--- src/rtl/hamming_pkg.sv ---
// rtl/hamming_pkg.sv - shared SEC-DED (13,8) code constants and helpers
package hamming_pkg;

   localparam int DATA_W = 8;
   localparam int PAR_W  = 4;
   localparam int CODE_W = 13;

   // Code position of data bit i; entry 0 is the rightmost element.
   localparam logic [DATA_W-1:0][PAR_W-1:0] DATA_POS = {
      4'd12, 4'd11, 4'd10, 4'd9, 4'd7, 4'd6, 4'd5, 4'd3
   };

   function automatic logic [PAR_W-1:0] calc_syndrome(input logic [CODE_W-1:0] code);
      logic [PAR_W-1:0] s;
      s = '0;
      for (int k = 1; k < CODE_W; k++) begin
         for (int i = 0; i < PAR_W; i++) begin
            if (k[i]) begin
               s[i] = s[i] ^ code[k];
            end
         end
      end
      return s;
   endfunction

   function automatic logic [DATA_W-1:0] extract_data(input logic [CODE_W-1:0] code);
      logic [DATA_W-1:0] d;
      d = '0;
      for (int i = 0; i < DATA_W; i++) begin
         d[i] = code[DATA_POS[i]];
      end
      return d;
   endfunction

endpackage

--- src/rtl/hamming_err_counter.sv ---
// rtl/hamming_err_counter.sv - saturating event counter with synchronous clear
module hamming_err_counter #(
   parameter int W = 16
) (
   input  logic         clk,
   input  logic         rst,
   input  logic         clr,
   input  logic         inc,
   output logic [W-1:0] count
);

   // Clear wins over a same-cycle increment.
   always_ff @(posedge clk or posedge rst) begin
      if (rst) begin
         count <= '0;
      end else if (clr) begin
         count <= '0;
      end else if (inc && (count != {W{1'b1}})) begin
         count <= count + W'(1);
      end
   end

endmodule

--- src/rtl/hamming_secded_decoder.sv ---
// rtl/hamming_secded_decoder.sv - two-stage SEC-DED decoder with error statistics
module hamming_secded_decoder
   import hamming_pkg::*;
#(
   parameter int CNT_W = 16
) (
   input  logic                clk,
   input  logic                rst,
   input  logic                in_valid,
   output logic                in_ready,
   input  logic [CODE_W-1:0]   code_in,
   output logic                out_valid,
   input  logic                out_ready,
   output logic [DATA_W-1:0]   data_out,
   output logic                err_corr,
   output logic                err_uncorr,
   output logic [PAR_W-1:0]    syndrome,
   input  logic                cnt_clr,
   output logic [CNT_W-1:0]    corr_cnt,
   output logic [CNT_W-1:0]    uncorr_cnt
);

   logic                en;
   logic                s1_valid;
   logic [CODE_W-1:0]   s1_code;
   logic [PAR_W-1:0]    s1_syn;
   logic                s1_par;

   logic                syn_in_range;
   logic                corr_d;
   logic                uncorr_d;
   logic [CODE_W-1:0]   fixed_code;
   logic [DATA_W-1:0]   data_d;
   logic                out_xfer;

   // Whole pipeline freezes while the output is stalled.
   assign en       = !out_valid || out_ready;
   assign in_ready = en;
   assign out_xfer = out_valid && out_ready;

   always_ff @(posedge clk or posedge rst) begin
      if (rst) begin
         s1_valid <= 1'b0;
         s1_code  <= '0;
         s1_syn   <= '0;
         s1_par   <= 1'b0;
      end else if (en) begin
         s1_valid <= in_valid;
         if (in_valid) begin
            s1_code <= code_in;
            s1_syn  <= calc_syndrome(code_in);
            s1_par  <= ^code_in;
         end
      end
   end

   always_comb begin
      syn_in_range = (s1_syn != '0) && (s1_syn <= PAR_W'(CODE_W - 1));
      corr_d       = s1_par && ((s1_syn == '0) || syn_in_range);
      uncorr_d     = (s1_par && !syn_in_range && (s1_syn != '0)) ||
                     (!s1_par && (s1_syn != '0));
      fixed_code   = s1_code;
      if (s1_par && syn_in_range) begin
         fixed_code = s1_code ^ (CODE_W'(1) << s1_syn);
      end
      data_d = extract_data(fixed_code);
   end

   always_ff @(posedge clk or posedge rst) begin
      if (rst) begin
         out_valid  <= 1'b0;
         data_out   <= '0;
         err_corr   <= 1'b0;
         err_uncorr <= 1'b0;
         syndrome   <= '0;
      end else if (en) begin
         out_valid <= s1_valid;
         if (s1_valid) begin
            data_out   <= data_d;
            err_corr   <= corr_d;
            err_uncorr <= uncorr_d;
            syndrome   <= s1_syn;
         end
      end
   end

   hamming_err_counter #(.W(CNT_W)) u_corr_cnt (
      .clk   (clk),
      .rst   (rst),
      .clr   (cnt_clr),
      .inc   (out_xfer && err_corr),
      .count (corr_cnt)
   );

   hamming_err_counter #(.W(CNT_W)) u_uncorr_cnt (
      .clk   (clk),
      .rst   (rst),
      .clr   (cnt_clr),
      .inc   (out_xfer && err_uncorr),
      .count (uncorr_cnt)
   );

endmodule

--- config.mk ---
export PLATFORM = sky130hd
export DESIGN_NAME = hamming_secded_decoder
export DESIGN_NICKNAME = d
export VERILOG_FILES = /design/src/rtl/hamming_pkg.sv /design/src/rtl/hamming_err_counter.sv /design/src/rtl/hamming_secded_decoder.sv
export SDC_FILE = /design/constraint.sdc
export NUM_CORES = 1
export LEC_CHECK = 0
export BUFFER_PORTS_ARGS = -buffer_cell sky130_fd_sc_hd__buf_2
export CORE_ASPECT_RATIO = 0.5
export CORE_UTILIZATION = 54
export CTS_CLUSTER_DIAMETER = 200
export DETAILED_ROUTE_END_ITERATION = 10
export PLACE_DENSITY = 0.79
export SYNTH_ARGS = -nofsm -noshare
export SYNTH_HDL_FRONTEND = slang
export SYNTH_SLANG_ARGS = --single-unit
--- constraint.sdc ---
create_clock -name clk -period 2.6 [get_ports clk]
set_clock_uncertainty 0.1 [all_clocks]
set_input_delay 0.65 -clock clk [delete_from_list [all_inputs] [get_ports clk]]
set_output_delay 0.65 -clock clk [all_outputs]
set_load 0.1 [all_outputs]
**After elaboration in Yosys (flattened, before gate mapping)**

Index checks and enable logic that the tools add are counted.
W data, S select, Z words.

- Logic and storage cells: 101
- Register bits: 66

- $add $sub $neg: 2
- Equality and inequality tests: 2
- Muxes and demuxes: 41
- Bitwise operators: 19
- Shifts and indexed selects: 1
- Magnitude comparators: 1
- Reductions and logical operators: 24

Operators by type and width:

| cell | count |
|---|---|
| $mux W16 | 4 |
| $mux W1 | 36 |
| $add A16 B1 Y16 const B | 2 |
| $ne A16 B16 Y1 const B | 2 |
| $xor A1 B1 Y1 | 18 |
| $mux W13 | 1 |
| $reduce_xor A13 Y1 | 1 |
| $shl A1 B4 Y13 const A | 1 |
| $xor A13 B13 Y13 | 1 |
| $logic_and A1 B1 Y1 | 11 |
| $le A4 B4 Y1 const B | 1 |
| $logic_not A4 Y1 | 1 |
| $reduce_and A2 Y1 | 2 |
| $reduce_bool A2 Y1 | 2 |
| $reduce_bool A4 Y1 | 1 |
| $logic_not A1 Y1 | 3 |
| $logic_or A1 B1 Y1 | 3 |

**Logic depth before layout (Yosys ltp)**

Gate-level depths: netlist of run 1.

- Depth after elaboration: 16
- Depth in mapped cells: 7
- Depth with buffers taken out: 6

**Modules after synthesis**

A second synthesis of run 1 with hierarchy kept.

- Cells, all modules: 334
- Area total of the unflattened synthesis: 3299.4 µm²

Modules (own cells, without submodules):

| module | cells each | area an instance (µm²) | seq. area each (µm²) | instances |
|---|---|---|---|---|
| hamming_err_counter | 101 | 932.1 | 400.4 | 2 |
| hamming_secded_decoder | 132 | 1435.1 | 725.7 | 1 |

**Worst setup path after synthesis of run 1**

No wires, ideal clock.

- Kind: flip-flop to flip-flop
- Start: register out_valid
- End: register s1_syn[3]
- Clock period less this slack: 3.080 ns
- Stages on the path, launching flop included: 6
- Path slack: -0.480 ns
- Library setup time: 0.125 ns
- Data required time: 2.375 ns
- Arrival time: 2.855 ns
- Cell sequence: dfrtp_1 -> nand2b_1 -> clkbuf_1 -> nand2_1 -> buf_2 -> mux2_2

- Cells in the longest elaborated chain, start to end: 3

Ends and longest elaborated chain:

| what | RTL line | text |
|---|---|---|
| from (decl) | hamming_secded_decoder.sv:12 | `output logic out_valid,` |
| from (signal assigned) | hamming_secded_decoder.sv:77 | `out_valid <= s1_valid;` |
| $logic_not A1 Y1 | hamming_secded_decoder.sv:37 | `assign en = !out_valid \|\| out_ready;` |
| $logic_or A1 B1 Y1 | hamming_secded_decoder.sv:37 |  |
| named net in_ready | hamming_secded_decoder.sv:10 | `output logic in_ready,` |
| $reduce_and A2 Y1 (no source line) | -- |  |
| to (signal assigned) | hamming_secded_decoder.sv:51 | `s1_syn <= calc_syndrome(code_in);` |
| to (decl) | hamming_secded_decoder.sv:26 | `logic [PAR_W-1:0] s1_syn;` |

The timed path passes the listed nets, and every way through them passes these cells.
A chain may end at the register's enable or synchronous reset.

**Worst setup path in the final report of run 1**

- Start: input port out_ready
- End: output port in_ready

- Cells in the longest elaborated chain, start to end: 1

Ends and longest elaborated chain:

| what | RTL line | text |
|---|---|---|
| from (decl) | hamming_secded_decoder.sv:13 | `input logic out_ready,` |
| $logic_or A1 B1 Y1 | hamming_secded_decoder.sv:37 |  |
| to (decl) | hamming_secded_decoder.sv:10 |  |

Every way passes these cells.

==> results of run 1 <==
==> metal layers <==
metal / GRT usage, % / routed length [microns]
met1: 30.24 / 2877
met3: 9.016 / 316
met5: 0 / 0
met2: 41.15 / 3462
met4: 11.05 / 133
==> where the power goes <==
group | switching, mW | internal [mW] | leakage, nW
sequential | 0.133 | 1.10 | 0.797
combinational | 0.962 | 0.242 | 0.823
clock | 0.424 | 0.840 | 0.148
total | 1.52 | 2.18 | 1.77
==> area by class of cell <==
cell class	instances	area [sq um]	share of cell area (%)
inverters	5	18.77	0.4859
clock buffers	9	225.2	5.831
clock inverters	7	100.1	2.592
well taps	73	91.34	2.365
multi-input cells	239	1539	39.84
flip-flops and latches	61	1528	39.55
repair buffers	68	360.3	9.329
==> registers in the layout, summed over array words and instances, names as in the netlist <==
name and count:
u_corr_cnt.count 16, data_out 8, syndrome 4, err_corr 1, out_valid 1, s1_par 1, u_uncorr_cnt.count 16, err_uncorr 1
s1_valid 1, s1_syn 4, s1_code 8
==> cell usage in the layout (no fill, tap or decap), types with 2 or more instances in the layout <==
cell type / Yosys / routed
ha_1: 2 / 2
and2_1: 4 / 4
o21ai_0: 18 / 18
nor4_2: 2 / 2
clkinv_4: 0 / 2
nand3b_1: 2 / 2
mux2i_1: 2 / 2
nor3b_1: 2 / 2
inv_1: 5 / 4
bufinv_16: 0 / 2
buf_2: 2 / 65
xor2_1: 14 / 14
clkbuf_16: 0 / 9
nand3_1: 10 / 10
nor2_1: 37 / 37
nand4_2: 2 / 2
nor4_1: 3 / 3
dfrtp_1: 61 / 60
clkinvlp_4: 0 / 3
nand2b_1: 4 / 4
a2111oi_0: 2 / 2
a21oi_1: 8 / 8
nor3_1: 3 / 3
nand2_1: 40 / 40
nand4_1: 11 / 11
xnor2_1: 39 / 39
and3_1: 5 / 5
mux2_2: 10 / 10
a211oi_1: 6 / 6
buf_4: 0 / 2
==> critical path: cells and delay by family <==
family / cells / cell delay (ns)
buffers and inverters: 2 / 0.58
AND/OR/NAND/NOR: 1 / 0.24
==> logic make-up (layout without fill, tap and decap cells) <==
group	after synthesis	count (layout)	synth area share (%)
compound gates	37	37	6.857
xor+xnor	53	53	14.88
fa+ha+maj	2	2	0.8018
buf+inv	14	89	1.764
flops	61	61	48.92
mux	12	12	4.250
simple gates	135	135	22.53
==> path summary, 6_finish.rpt <==
kind / cells past startpoint / endpoint / slack (ns)
setup / recovery: 3 / in_ready / 0.37
hold / removal: 2 / data_out[0] / 0.30
setup reg to reg: 6 / u_uncorr_cnt.count[6] / 0.44
hold reg to reg: 2 / data_out[3] / 0.37
max in group asynchronous: 3 / u_uncorr_cnt.count[9] / 1.50
min in group clk: 2 / data_out[3] / 0.37
==> metrics by stage <==
stage	power, mW	hold slack [ns]
after CTS	3.727	0.3227
after detailed placement	2.450	0.3678
after floorplan	2.232	0.3506
after global routing	3.860	0.3518
after global placement	2.420	0.3567
final	3.697	0.3015
==> cell usage after synthesis <==
cell type and n:
a2111oi_0 2, a211oi_1 6, a21oi_1 8, a31oi_1 1
and2_1 4, and3_1 5, and4_1 1, and4_4 1
buf_2 2, clkbuf_1 7, dfrtp_1 61, ha_1 2
inv_1 5, mux2_2 10, mux2i_1 2, nand2_1 40
nand2b_1 4, nand3_1 10, nand3b_1 2, nand4_1 11
nand4_2 2, nor2_1 37, nor2b_1 1, nor3_1 3
nor3b_1 2, nor4_1 3, nor4_2 2, nor4_4 1
nor4b_1 1, nor4b_2 1, o21ai_0 18, o21bai_1 1
o31ai_1 1, or2_2 1, or2_4 1, or3_1 1
or4_1 1, xnor2_1 39, xor2_1 14
==> metrics, run 1 <==
Setup WS pre-CTS 0.4035 ns; clock root buffer clkbuf_16; Placed Cells 446; mapped cell area 0.003120 sq mm; non-filler cells, final 462; Reg clk slew, reported paths 0.05 ns; crit-path cells buf_2, nand2b_1, buf_2; first-pass GRT wire length 11,520 microns; clock buffer depth 2; worst-margin pin slew 0.6302 ns; Residual DRC 0; CP startpoint out_ready; Core Footprint 0.005515 sq mm; final WL 6790 microns; CP max-delay cell buf_2; Yosys top cell area share 48.92%; path type of the worst setup path in -> out; Routed WL per cell 14.70 microns; required time of the critical path 1.85 ns; largest net degree at the start of global routing 33; Vias/cell 5.396; GRT Util Overall 25.24%; die span in x 109.5 microns; Max Slew Vio Count 0; RSZ-0062 raised after global routing false; CP peak stage delay 0.48 ns; Worst Setup Slack, final 0.3722 ns; Cell Area, Placed 0.003537 sq mm; reg2reg start u_uncorr_cnt.count[0]; P&R area growth vs syn 23.78%; layout cells sized above 1 26.99%; Area contributors post-synth dfrtp_1, xnor2_1, nand2_1; endpoints failing setup 0; number of global-route vias before repair 2,467; Peak VDD IR 732.5 uV; DP Wirelength 4591 microns; Critical Path Start Type primary input; Overflow after GRT 0; Core Util, Final 70.03%; Net count, final 404; total leakage power 1.768 nW; CTS Hold Buffers Added 0; clk_lat worst skew 0.33 ns; H-Tree Depth 3; initial cell density of the core 56.58%; Yosys reg bits 61; fmax 448.9 MHz; ANT cells 0; port bufs 65; Post-CTS Setup Bufs 0; initial antenna violation count 0; power density over the cells 957.1 mW/mm^2; post-layout min period 2.228 ns; Slew headroom 57.88%; register area share after synthesis 48.92%; Worst path most repeated cell buf_2; Synth warnings 0; HP Class in -> async; setup TNS 0 ns; final hold viol count 0; # clock sinks 61; crit path capture type output pin; # fillers 419; status completed; crit path max fanout 6; PostCTS Resize Cnt 0; Syn Nets 334; period utilization 85.68%; largest area contributor in the netlist dfrtp_1; fin area 0.003862 sq mm; Mapped Cells 314; syn_area_per_cell 9.938 sq um; row cnt 19; IO Pins 66; die area 0.006105 sq mm; Distinct cells, synth 39; CTS Buf Count 9; CTS tree done; global placement routability congestion 0.7817; DR iter-0 viols 77; critical path data arrival time 1.48 ns; die height 55.76 microns; Final ANT Viol Nets 0; max cap viols 0; DRT Pass-1 Iters 4; vias 2,493
No activity file was read; power rests on OpenSTA's default activity.
==> run 2: changes to the inputs <==
--- a/config.mk
+++ b/config.mk
@@ -5,12 +5,12 @@
 export SDC_FILE = /design/constraint.sdc
 export NUM_CORES = 1
 export LEC_CHECK = 0
+export ABC_AREA = 1
 export BUFFER_PORTS_ARGS = -buffer_cell sky130_fd_sc_hd__buf_2
 export CORE_ASPECT_RATIO = 0.5
-export CORE_UTILIZATION = 54
+export CORE_UTILIZATION = 40
 export CTS_CLUSTER_DIAMETER = 200
 export DETAILED_ROUTE_END_ITERATION = 10
-export PLACE_DENSITY = 0.79
 export SYNTH_ARGS = -nofsm -noshare
 export SYNTH_HDL_FRONTEND = slang
 export SYNTH_SLANG_ARGS = --single-unit
==> run 2 against run 1 <==
Via count is 36% higher. Sequential share of layout area is 4.9 points lower. Count of clock-buffer cells in the layout is 1 higher. Sequential power is 5% lower. Synthesized cell count is 67% higher. Cell count is 55% higher. Worst setup slack better by 0.10 ns. Power is 8.4% lower. Non-clock buffer count is 1 higher. Combinational power is 7% lower. Area after synthesis is 18% higher. Global-route usage is 6.1 points lower. Largest cell class unchanged.
==> metrics, run 2 <==
status completed; IO Pins 66; Slew headroom 53.66%; initial antenna violation count 0; Post-CTS Setup Bufs 0; register area share after synthesis 41.62%; Max Slew Vio Count 0; Overflow after GRT 0; Distinct cells, synth 27; # fillers 893; FF/Latch Area 0.001526 sq mm; RSZ-0062 raised after global routing false; R2R setup slack 0.65 ns; ANT cells 0; clock buffer depth 2; Critical Path Start Type flip-flop; largest area contributor in the netlist dfrtp_1; Routed WL per cell 11.61 microns; die area 0.009578 sq mm; Yosys top cell area share 41.62%; Vias/cell 4.741; complex-gate fraction of the synthesized area 6.073%; Net count, final 613; Syn Nets 544; CTS tree done; period utilization 81.68%; CTS Buf Count 9; EDFF count, synth 0; Area contributors post-synth dfrtp_1, nand2_1, inv_1; Worst path most repeated cell inv_1; power density over the cells 769.7 mW/mm^2; fmax 470.9 MHz; H-Tree Depth 3; # clock sinks 61; path type of the worst setup path reg -> out; Cell Area, Placed 0.004123 sq mm; DR iter-0 viols 160; GRT Util Overall 19.18%; Adder-Cell Fraction of Synth Area 0.6824%; post-layout min period 2.124 ns; largest net degree at the start of global routing 33; Multi-input gate area 0.001853 sq mm; DRT Pass-1 Iters 4; vias 3,390; total leakage power 2.330 nW; most frequent cell after synthesis nand2_1; first-pass GRT wire length 14,260 microns; Mapped Cells 524; max cap viols 0; layout cells sized above 1 16.22%; Synth warnings 0; Core Footprint 0.008798 sq mm; DP Wirelength 6135 microns; Power Total 3.387 mW; Yosys reg bits 61; simple-gate share of the synthesized area 37.33%; Peak VDD IR 391.4 uV; CTS Hold Buffers Added 0; Final ANT Viol Nets 0; P&R area growth vs syn 19.99%; Async S/R FF share, synth 100.0%; global placement routability congestion 0.8247; final WL 8300 microns; number of global-route vias before repair 3,048; clock root buffer clkbuf_16; crit-path cells inv_1, nor2_1, inv_1, buf_2; initial cell density of the core 41.68%; crit path capture type output pin; die span in x 137.4 microns; r2r worst-path depth 9; CP max-delay cell buf_2; synth cell count leaders nand2_1, dfrtp_1, inv_1; mapped cell area 0.003667 sq mm; Top Registers u_corr_cnt.count: 16 flops, u_uncorr_cnt.count: 16 flops; top_reg_cell synth dfrtp_1; reg2reg start u_corr_cnt.count[0]; PostCTS Resize Cnt 0; port bufs 65; fin area 0.004400 sq mm; endpoints failing setup 0; required time of the critical path 1.85 ns; setup TNS 0 ns; row cnt 24; critical path data arrival time 1.37 ns; clk_lat worst skew 0.34 ns; post-synthesis mux area share 0%; crit path max fanout 4; most frequent cells in the layout nand2_1, buf_2, dfrtp_1, inv_1, nor2_1; most common cell after layout, fill and taps aside nand2_1; largest family of logic cells by synthesized area simple AND/OR/NAND/NOR gates; syn_area_per_cell 6.999 sq um; worst-margin pin slew 0.6897 ns; reg-to-reg endpoint u_corr_cnt.count[13]; CP peak stage delay 0.43 ns; Residual DRC 0; HP Class in -> async; final hold viol count 0; die height 69.71 microns; xor and xnor area share after synthesis 6.448%; Reg clk slew, reported paths 0.05 ns
==> run 2: cell types whose count changed after synthesis, sizes merged, moves of 6 or more <==
cell    before  now
a211oi       6    0
a21oi        8    0
inv          5   61
mux2        10    0
nand2       40  200
nand3       10   39
nor2        37   46
nor3         3   14
nor4         6    0
o21ai       18   37
xnor2       39    9
==> run 2: cell type report <==
cell class / instances / area share [%]
multi-input cells: 391 / 42.11
flip-flops and latches: 61 / 34.69
repair buffers: 69 / 8.359
clock buffers: 10 / 5.431
inverters: 61 / 5.203
well taps: 117 / 3.327
clock inverters: 6 / 0.8814
==> run 2: worst max path at each step <==
stage / startpoint / endpoint / slack (ns) / cells after the start
2_1_floorplan: u_uncorr_cnt.count[0] / u_uncorr_cnt.count[10] / 0.23 / 10
3_3_place_gp: out_ready / s1_syn[3] / 0.50 / 6
3_5_place_dp: out_ready / s1_code[7] / 0.37 / 6
4_1_cts: out_valid / in_ready / 0.47 / 4
5_1_grt: out_valid / in_ready / 0.39 / 4
6_report: out_valid / in_ready / 0.48 / 4
==> run 2: cells by family after synthesis <==
| kind of cell | Yosys count |
|---|---|
| buf+inv | 72 |
| simple gates | 320 |
| compound gates | 42 |
| xor+xnor | 27 |
| flops | 61 |
| fa+ha+maj | 2 |
==> run 2: layer usage <==
| layer | global-route usage, % | routed length, microns |
|---|---|---|
| met4 | 4.396 | 69 |
| met2 | 30.65 | 3803 |
| met3 | 7.018 | 351 |
| met1 | 24.55 | 4075 |
| met5 | 0 | 0 |
==> run 2: per-stage QoR <==
stage               hold WS (ns)  setup WS [ns]  instances  util [%]
floorplan                 0.3317         0.2297        524         -
global placement          0.3584         0.4964        699     46.86
detailed placement        0.3573         0.3736        699     46.86
CTS                       0.3153         0.4680        715     50.01
global route              0.3467         0.3895        715     50.01
finish                    0.3009         0.4762        715     50.01
==> run 2: worst max-delay path: cells and delay by family, from the launching register on <==
family | cells | cell delay (ns)
buf+inv | 3 | 0.57
flops | 1 | 0.41
simple gates | 1 | 0.06
==> run 2: power by group <==
group / internal (mW) / leakage (nW) / total [mW] / switching, mW
sequential: 1.07 / 0.803 / 1.17 / 0.0928
clock: 0.665 / 0.134 / 1.10 / 0.431
combinational: 0.193 / 1.39 / 1.12 / 0.932
total: 1.93 / 2.33 / 3.39 / 1.46
==> run 3: changes to the inputs <==
==> constraint.sdc (replaced) <==
create_clock -name clk -period 2.15 [get_ports clk]
set_clock_uncertainty 0.1 [all_clocks]
set_input_delay 0.5375 -clock clk [delete_from_list [all_inputs] [get_ports clk]]
set_output_delay 0.5375 -clock clk [all_outputs]
set_load 0.1 [all_outputs]
==> run 3 against run 2 <==
Hold slack worse by 0.12 ns. Register-to-register slack worse by 0.39 ns. Via count up 2.6%. Critical path type unchanged. Largest cell class unchanged. Highest routed layer unchanged.
==> metrics, run 3 (same netlist as run 2, synthesis figures left out) <==
crit path capture type output pin; worst-margin pin slew 0.6483 ns; die height 69.71 microns; clock group share of total power 31.8%; die span in x 137.4 microns; period utilization 89.53%; crit-path leading delay family buffers and inverters; max cap viols 0; required time of the critical path 1.51 ns; ANT cells 0; Core Footprint 0.008798 sq mm; clock root buffer clkbuf_16; DR iter-0 viols 174; GRT Util Overall 19.71%; row cnt 24; total leakage power 2.317 nW; power share of the sequential group 34.4%; CP peak stage delay 0.37 ns; reg2reg start u_corr_cnt.count[0]; initial antenna violation count 0; endpoints failing setup 0; Switch Pwr 1.752 mW; # clock sinks 61; layout cells sized above 1 18.36%; P&R area growth vs syn 21.26%; Net count, final 615; port bufs 65; vias 3,477; Final ANT Viol Nets 0; post-layout min period 1.925 ns; CTS Hold Buffers Added 0; DRT Pass-1 Iters 4; Power Total 4.094 mW; HP Class in -> async; CP max-delay cell dfrtp_2; Routed WL per cell 12.10 microns; CTS Buf Count 9; Worst path most repeated cell inv_1; Buf/Inv on CP 3; most frequent cells in the layout nand2_1, buf_2, inv_1, dfrtp_1, nor2_1; final hold viol count 0; power density over the cells 920.8 mW/mm^2; RSZ-0062 raised after global routing false; clock buffer depth 2; Comb pwr share 33.8%; Max Slew Vio Count 0; CTS tree done; Slew headroom 56.45%; switching share of power 42.79%; Peak VDD IR 378.1 uV; global placement routability congestion 0.8688; Vias/cell 4.856; IO Pins 66; Cell Int Power 2.342 mW; final WL 8663 microns; crit-path cells inv_1, nor2_1, inv_1, buf_12; clk_lat worst skew 0.33 ns; Top Registers u_corr_cnt.count: 16 flops, u_uncorr_cnt.count: 16 flops; Critical Path Start Type flip-flop; initial cell density of the core 41.68%; Overflow after GRT 0; CP startpoint out_valid; largest net degree at the start of global routing 62; fmax 519.5 MHz; path type of the worst setup path reg -> out; crit path max fanout 4; DP Wirelength 6393 microns; Reg clk slew, reported paths 0.05 ns; critical path data arrival time 1.29 ns; die area 0.009578 sq mm; status completed; H-Tree Depth 3; setup TNS 0 ns; most common cell after layout, fill and taps aside nand2_1; number of global-route vias before repair 3,196; first-pass GRT wire length 14,760 microns; Residual DRC 0
run 3: layout make-up:
class                           count  area [sq um]
Tap cell                          117         146.4
Timing Repair Buffer               71         397.9
Multi-Input combinational cell    391          1861
Inverter                           61         232.7
Clock inverter                      4         25.02
Fill cell                         918          4352
Clock buffer                       11         242.7
Sequential cell                    61          1541
run 3: worst paths after layout:
| path | slack, ns | endpoint | depth (start not counted) |
|---|---|---|---|
| max | 0.23 | in_ready | 4 |
| max reg2reg | 0.26 | u_corr_cnt.count[13] | 9 |
| min in group clk | 0.38 | data_out[0] | 2 |
| min | 0.19 | data_out[1] | 3 |
| min reg2reg | 0.38 | data_out[0] | 2 |
| max in group asynchronous | 1.47 | u_uncorr_cnt.count[2] | 3 |
run 3: power by group through the flow:
stage               Sequential, mW  Combinational, mW  Clock, mW
global placement              1.43               1.38          0
global route                  1.43               1.47       1.37
floorplan                     2.16              0.388          0
CTS                           1.41               1.39       1.33
detailed placement            1.43               1.39          0
finish                        1.41               1.38       1.30
run 3: timing repair:
| action | in CTS | in global routing |
|---|---|---|
| gates resized for setup | 0 | 2 |
| endpoints found under the setup margin | 0 | 16 |
| setup buffers | 0 | 0 |
run 3: metal layers:
layer / track usage, % / vias up / part of all wire, % / wire length (microns)
met1: 24.87 / 1590 / 46 / 4028
met4: 8.059 / 0 / 1.3 / 112
met3: 4.898 / 15 / 4.7 / 406
met5: 0 / - / 0 / 0
li1: - / 1797 / - / -
met2: 32.10 / 75 / 48 / 4115
run 3: worst reg2reg max path, delay by kind of cell (launching register included):
kind	cells	cell delay [ns]
fa+ha+maj	1	0.26
flops	1	0.41
buf+inv	1	0.10
simple gates	7	0.96
run 3: through the flow:
| step | utilization [%] | worst slack, ns | hold WS (ns) | instance area [sq um] | cells |
|---|---|---|---|---|---|
| 3_5_place_dp | 47.41 | -0.007808 | 0.3647 | 4172 | 701 |
| 5_1_grt | 50.54 | 0.06444 | 0.2237 | 4447 | 716 |
| 3_3_place_gp | 47.41 | 0.09064 | 0.3641 | 4172 | 701 |
| 4_1_cts | 50.46 | 0.09345 | 0.2016 | 4439 | 716 |
| 6_report | 50.54 | 0.2251 | 0.1850 | 4447 | 716 |
| 2_1_floorplan | - | 0.01015 | 0.3316 | 3686 | 524 |
